==> src/rtl/sdram_arbiter.sv <==
// Two-port arbiter in front of a single-command SDRAM controller.
// Each port owns one pending slot; the FSM issues one command at a time.
module sdram_arbiter #(
    parameter int unsigned PRIORITY_MODE  = 0,
    parameter int unsigned TIMEOUT_CYCLES = 1023
) (
    input  logic        clk,
    input  logic        rst,
    input  logic [31:0] p0_a,
    input  logic [31:0] p0_d,
    input  logic        p0_rd,
    input  logic        p0_we,
    output logic [31:0] p0_spo,
    output logic        p0_ready,
    input  logic [31:0] p1_a,
    input  logic [31:0] p1_d,
    input  logic        p1_rd,
    input  logic        p1_we,
    output logic [31:0] p1_spo,
    output logic        p1_ready,
    output logic [31:0] m_a,
    output logic [31:0] m_d,
    output logic        m_rd,
    output logic        m_we,
    input  logic [31:0] m_spo,
    input  logic        m_ready,
    output logic        grant,
    output logic        err_timeout
);

    localparam int unsigned CLOG_W = $clog2(TIMEOUT_CYCLES + 1);
    localparam int unsigned CNT_W  = (CLOG_W > 10) ? CLOG_W : 10;
    localparam logic [CNT_W-1:0] CNT_LIMIT = CNT_W'(TIMEOUT_CYCLES);

    typedef enum logic [1:0] {
        IDLE  = 2'd0,
        ISSUE = 2'd1,
        WAIT  = 2'd2
    } state_t;

    state_t           state;
    state_t           state_d;
    logic             start_c;
    logic             done_c;
    logic             contested_c;
    logic             win_c;
    logic             rr_last;
    logic             wait_first;
    logic [CNT_W-1:0] wait_cnt;
    logic [CNT_W-1:0] wait_cnt_inc;

    logic             p0_pend_rd;
    logic [31:0]      p0_pend_a;
    logic [31:0]      p0_pend_d;
    logic             p1_pend_rd;
    logic [31:0]      p1_pend_a;
    logic [31:0]      p1_pend_d;

    assign wait_cnt_inc = wait_cnt + CNT_W'(1);

    // State register
    always_ff @(posedge clk or posedge rst) begin
        if (rst) begin
            state <= IDLE;
        end else begin
            state <= state_d;
        end
    end

    // Next state and arbitration; the round-robin pointer only moves on contested grants
    always_comb begin
        state_d     = state;
        start_c     = 1'b0;
        done_c      = 1'b0;
        contested_c = 1'b0;
        win_c       = grant;
        case (state)
            IDLE: begin
                if ((!p0_ready || !p1_ready) && m_ready) begin
                    start_c = 1'b1;
                    state_d = ISSUE;
                    if (!p0_ready && !p1_ready) begin
                        contested_c = 1'b1;
                        win_c       = (PRIORITY_MODE == 1) ? 1'b0 : !rr_last;
                    end else begin
                        win_c = p0_ready;
                    end
                end
            end
            ISSUE: state_d = WAIT;
            WAIT: begin
                if (!wait_first && m_ready) begin
                    done_c  = 1'b1;
                    state_d = IDLE;
                end
            end
            default: state_d = IDLE;
        endcase
    end

    // Pending slots, command outputs, read data and timeout tracking
    always_ff @(posedge clk or posedge rst) begin
        if (rst) begin
            p0_ready    <= 1'b1;
            p1_ready    <= 1'b1;
            p0_pend_rd  <= 1'b0;
            p0_pend_a   <= '0;
            p0_pend_d   <= '0;
            p1_pend_rd  <= 1'b0;
            p1_pend_a   <= '0;
            p1_pend_d   <= '0;
            p0_spo      <= '0;
            p1_spo      <= '0;
            m_a         <= '0;
            m_d         <= '0;
            m_rd        <= 1'b0;
            m_we        <= 1'b0;
            grant       <= 1'b1;
            rr_last     <= 1'b1;
            wait_first  <= 1'b0;
            wait_cnt    <= '0;
            err_timeout <= 1'b0;
        end else begin
            if (done_c && !grant) begin
                p0_ready <= 1'b1;
            end else if (p0_ready && (p0_rd || p0_we)) begin
                p0_ready   <= 1'b0;
                p0_pend_rd <= p0_rd;
                p0_pend_a  <= p0_a;
                p0_pend_d  <= p0_d;
            end
            if (done_c && grant) begin
                p1_ready <= 1'b1;
            end else if (p1_ready && (p1_rd || p1_we)) begin
                p1_ready   <= 1'b0;
                p1_pend_rd <= p1_rd;
                p1_pend_a  <= p1_a;
                p1_pend_d  <= p1_d;
            end
            if (done_c && !grant && p0_pend_rd) p0_spo <= m_spo;
            if (done_c && grant && p1_pend_rd)  p1_spo <= m_spo;

            if (start_c) begin
                grant <= win_c;
                m_a   <= win_c ? p1_pend_a : p0_pend_a;
                m_d   <= win_c ? p1_pend_d : p0_pend_d;
                m_rd  <= win_c ? p1_pend_rd : p0_pend_rd;
                m_we  <= win_c ? !p1_pend_rd : !p0_pend_rd;
            end else begin
                m_rd <= 1'b0;
                m_we <= 1'b0;
            end
            if (start_c && contested_c) rr_last <= win_c;

            wait_first <= (state == ISSUE);
            if (state == WAIT) begin
                if (wait_cnt != CNT_LIMIT) wait_cnt <= wait_cnt_inc;
                if (wait_cnt_inc == CNT_LIMIT) err_timeout <= 1'b1;
            end else begin
                wait_cnt <= '0;
            end
        end
    end

endmodule

==> config.mk <==
export PLATFORM = sky130hd
export DESIGN_NAME = sdram_arbiter
export DESIGN_NICKNAME = d
export VERILOG_FILES = /design/src/rtl/sdram_arbiter.sv
export SDC_FILE = /design/constraint.sdc
export NUM_CORES = 1
export LEC_CHECK = 0
export CAP_MARGIN = 20
export CORE_ASPECT_RATIO = 1.75
export CORE_UTILIZATION = 59
export CTS_CLUSTER_DIAMETER = 80
export DETAILED_ROUTE_END_ITERATION = 10
export DONT_BUFFER_PORTS = 1
export HOLD_SLACK_MARGIN = 0.05
export PLACE_DENSITY = 0.76
export SLEW_MARGIN = 20
export SYNTH_ARGS = -nofsm -noshare
export SYNTH_HDL_FRONTEND = slang
export SYNTH_SLANG_ARGS = --single-unit
==> constraint.sdc <==
create_clock -name clk -period 12.7 [get_ports clk]
set_input_delay 2.54 -clock clk [delete_from_list [all_inputs] [get_ports clk]]
set_output_delay 2.54 -clock clk [all_outputs]
set_load 0.03 [all_outputs]
==> metrics <==
status=complete, no violations; Core Box Area=~19000 um2; vias per cell=between 5 and 6; crit path cell chain=nor2b_4, nor3b_4, or3b_4, buf_4, mux2_2; Synth Area in Compound Gates=0.0364; Yosys top cell area share=0.609; area leader, netlist=dfrtp_1; clk_skew=0.00928 ns; Crit Path Class=in -> reg; Post-Synth Adder-Cell Area=0.00222; Worst Setup Start Kind=primary input; critical path data required time=13.10 ns; Net Count, Synth=around 950; RSZ-0062 raised after global routing=no; Fmax achieved=about 240 MHz; Die W=~110 um; syn avg cell area=between 10 and 15 um2; Synth Cell Area=between 10000 and 15000 um2; Slew Limit Fails=0; final setup TNS=0 ns; design area=between 10000 and 15000 um2; normalized max-slew margin=0.319; critical path's largest stage delay=0.72 ns; switch share=0.371; period utilisation layout=0.333; Comb power frac=0.238; Layout area overhead=8.69%; GP Congestion=0.843; simple-gate share of the synthesized area=0.0419; cts hold-fix bufs=0; Final setup violation count=0; largest family of logic cells by synthesized area=multiplexers; Power Dens Cells=283 nW/um2; placed cells=slightly below 1000; XOR/XNOR Fraction of Synth Area=0.00700; layout net count=between 900 and 1000; pre-CTS setup slack=7.62 ns; Row Count=66; Clk network pwr share=0.212; sequential power share=0.550; mux share of post-synthesis cell area=0.269; fin cells=~1000; htree depth=1; Post-Synthesis Cells=~780; CTS tree=built; first-pass GRT wire length=between 30000 and 40000 um; gr ovfl total=0; Longest Clk Path Bufs=3; Int Pwr=approximately 2200 uW; Clock Sinks=approximately 280; vias=~6100; Hold Slack=0.505 ns; final hold viol count=0; crit path max fanout=38; layout cells sized above 1=0.328; DPL Wire Length=between 15000 and 20000 um; placed inst area=11400 um2; drt first-iter violations=roughly 230; Post CTS Setup Buffer Count=0; Filler cells=1344; CTS Root Cell=clkbuf_16; synth top area cells=dfrtp_1 61%, mux2_2 14%, mux2_4 6.7%, mux2i_1 5.8%, o21ai_0 2.8%; # resized after CTS=0; Avg WL per Cell=around 23 um; CP endpoint kind=flip-flop; PortBufs=0; drt pass-1 iters=4; DRC Markers=0; Top-Level Pins=about 300; Yosys Warn Count=0; die area=19700 um2; initial core utilization=0.604; leakage=approximately 0.0058 uW; chip height=185 um; Net Sw Power=roughly 1300 uW; largest net degree at the start of global routing=122; Max-cap violations=0; GRT Util Overall=0.237; CTS Buf Count=25; worst hold path class=reg -> reg; clock slew at reported path FFs=0.07 ns; Distinct cells, synth=37; Crit-path slowest cell=buf_4; initial antenna violation count=2; final worst slack=8.48 ns; vias in the first global route=~6700; critical path arrival=approximately 4.6 ns; VDD IR max=around 180 uV; slew at the pin with the worst max-slew slack=~1 ns; post-synthesis sequential area ratio=0.618; Period minus WS final=between 4 and 5 ns; number of synthesized register bits=about 280; clock latency on the worst-skew pair=approximately 0.5 ns; WL final=~23000 um; Final ANT Viol Nets=0
## final cells by class
class                           instances  area (um2)  area share
Inverter                                5        26.3     0.00215
Clock buffer                           37         751      0.0613
Tap cell                              238         298      0.0243
Antenna cell                            2        5.00    0.000409
Timing Repair Buffer                   10        95.1     0.00777
Clock inverter                          5        53.8     0.00439
Sequential cell                       278        6960       0.569
Multi-Input combinational cell        452        4050       0.331
## layout by cell type (no fill, tap or decap), types with 2 or more instances in the layout
master | Yosys | routed
a21o_1 | 2 | 2
a21oi_1 | 7 | 7
buf_4 | 1 | 9
clkbuf_1 | 15 | 4
clkbuf_16 | 0 | 25
clkbuf_8 | 0 | 8
clkinv_2 | 0 | 3
dfrtp_1 | 274 | 274
dfstp_2 | 4 | 4
diode_2 | 0 | 2
ha_1 | 2 | 2
inv_1 | 5 | 4
mux2_2 | 145 | 145
mux2_4 | 50 | 50
mux2i_1 | 65 | 65
nand2_1 | 72 | 72
nand3_1 | 4 | 3
nor2_1 | 10 | 10
nor2b_1 | 2 | 2
nor3_1 | 4 | 4
nor3b_4 | 1 | 2
o21ai_0 | 64 | 64
xnor2_1 | 7 | 7
xor2_1 | 2 | 2
## critical path, delay by kind of cell
kind          cells  cell delay (ns)
buf+inv           1             0.72
mux               1             0.40
simple gates      3             0.90
## cell families after synthesis
group | Yosys count
DFF | 278
adders and majority gates | 2
xor gates and xnor gates | 9
AOI/OAI and AO/OA | 78
and+or+nand+nor | 103
buffers and inverters | 48
muxes | 260
## state kept, by name, summed over array words and instances (netlist names), 2 cells and up
| register | cells |
|---|---|
| wait_cnt | 10 |
| m_a | 32 |
| state | 2 |
| p1_spo | 32 |
| p0_pend_d | 32 |
| m_d | 32 |
| p1_pend_a | 32 |
| p1_pend_d | 32 |
| p0_spo | 32 |
| p0_pend_a | 32 |
## per-layer routing
metal  GRT usage  wire length (um)  part of all wire  vias to the layer above
met5           0                 0                 0                        -
met4      0.0953               765             0.033                        0
met3      0.0630              1980             0.085                       44
met2       0.419             12200              0.52                      260
met1       0.272              8310              0.36                     3082
li1            -                 -                 -                     2695
## power groups by stage
stage                     combinational [uW]  sequential (uW)  clock, uW
after global placement                   783             1900          0
after detailed placement                 835             1920          0
after global routing                     913             1950        785
final                                    827             1910        734
after CTS                                839             1910        756
after floorplan                          717             1820          0
## Yosys cell counts
cell,number
a211oi_1,1
a21o_1,2
a21oi_1,7
a31o_2,1
and3_1,1
and4bb_2,1
buf_1,3
buf_2,13
buf_4,1
buf_6,11
clkbuf_1,15
dfrtp_1,274
dfstp_2,4
ha_1,2
inv_1,5
mux2_2,145
mux2_4,50
mux2i_1,65
nand2_1,72
nand2b_2,1
nand3_1,4
nand3_2,1
nand4_1,1
nor2_1,10
nor2b_1,2
nor2b_4,1
nor3_1,4
nor3b_2,1
nor3b_4,1
o21ai_0,64
o21bai_1,2
o41ai_1,1
or3_1,1
or3b_1,1
or4_1,1
xnor2_1,7
xor2_1,2
## final timing paths
kind	start	slack [ns]	cells past startpoint	endpoint
worst min-delay path	p1_pend_d[20]	0.51	1	p1_pend_d[20]
min in group asynchronous	rst	2.01	1	p0_spo[1]
max in group asynchronous	rst	8.77	3	p1_pend_a[13]
worst min register to register	p1_pend_d[20]	0.51	1	p1_pend_d[20]
worst max register to register	state[0]	9.88	5	p0_pend_rd
worst max-delay path	m_ready	8.48	5	p0_pend_rd
## metrics by stage
stage	utilization	power (uW)
floorplan	-	2540
global placement	0.611	2680
detailed placement	0.611	2760
CTS	0.654	3500
global route	0.656	3650
finish	0.656	3470
No activity file was read; power rests on OpenSTA's default activity.
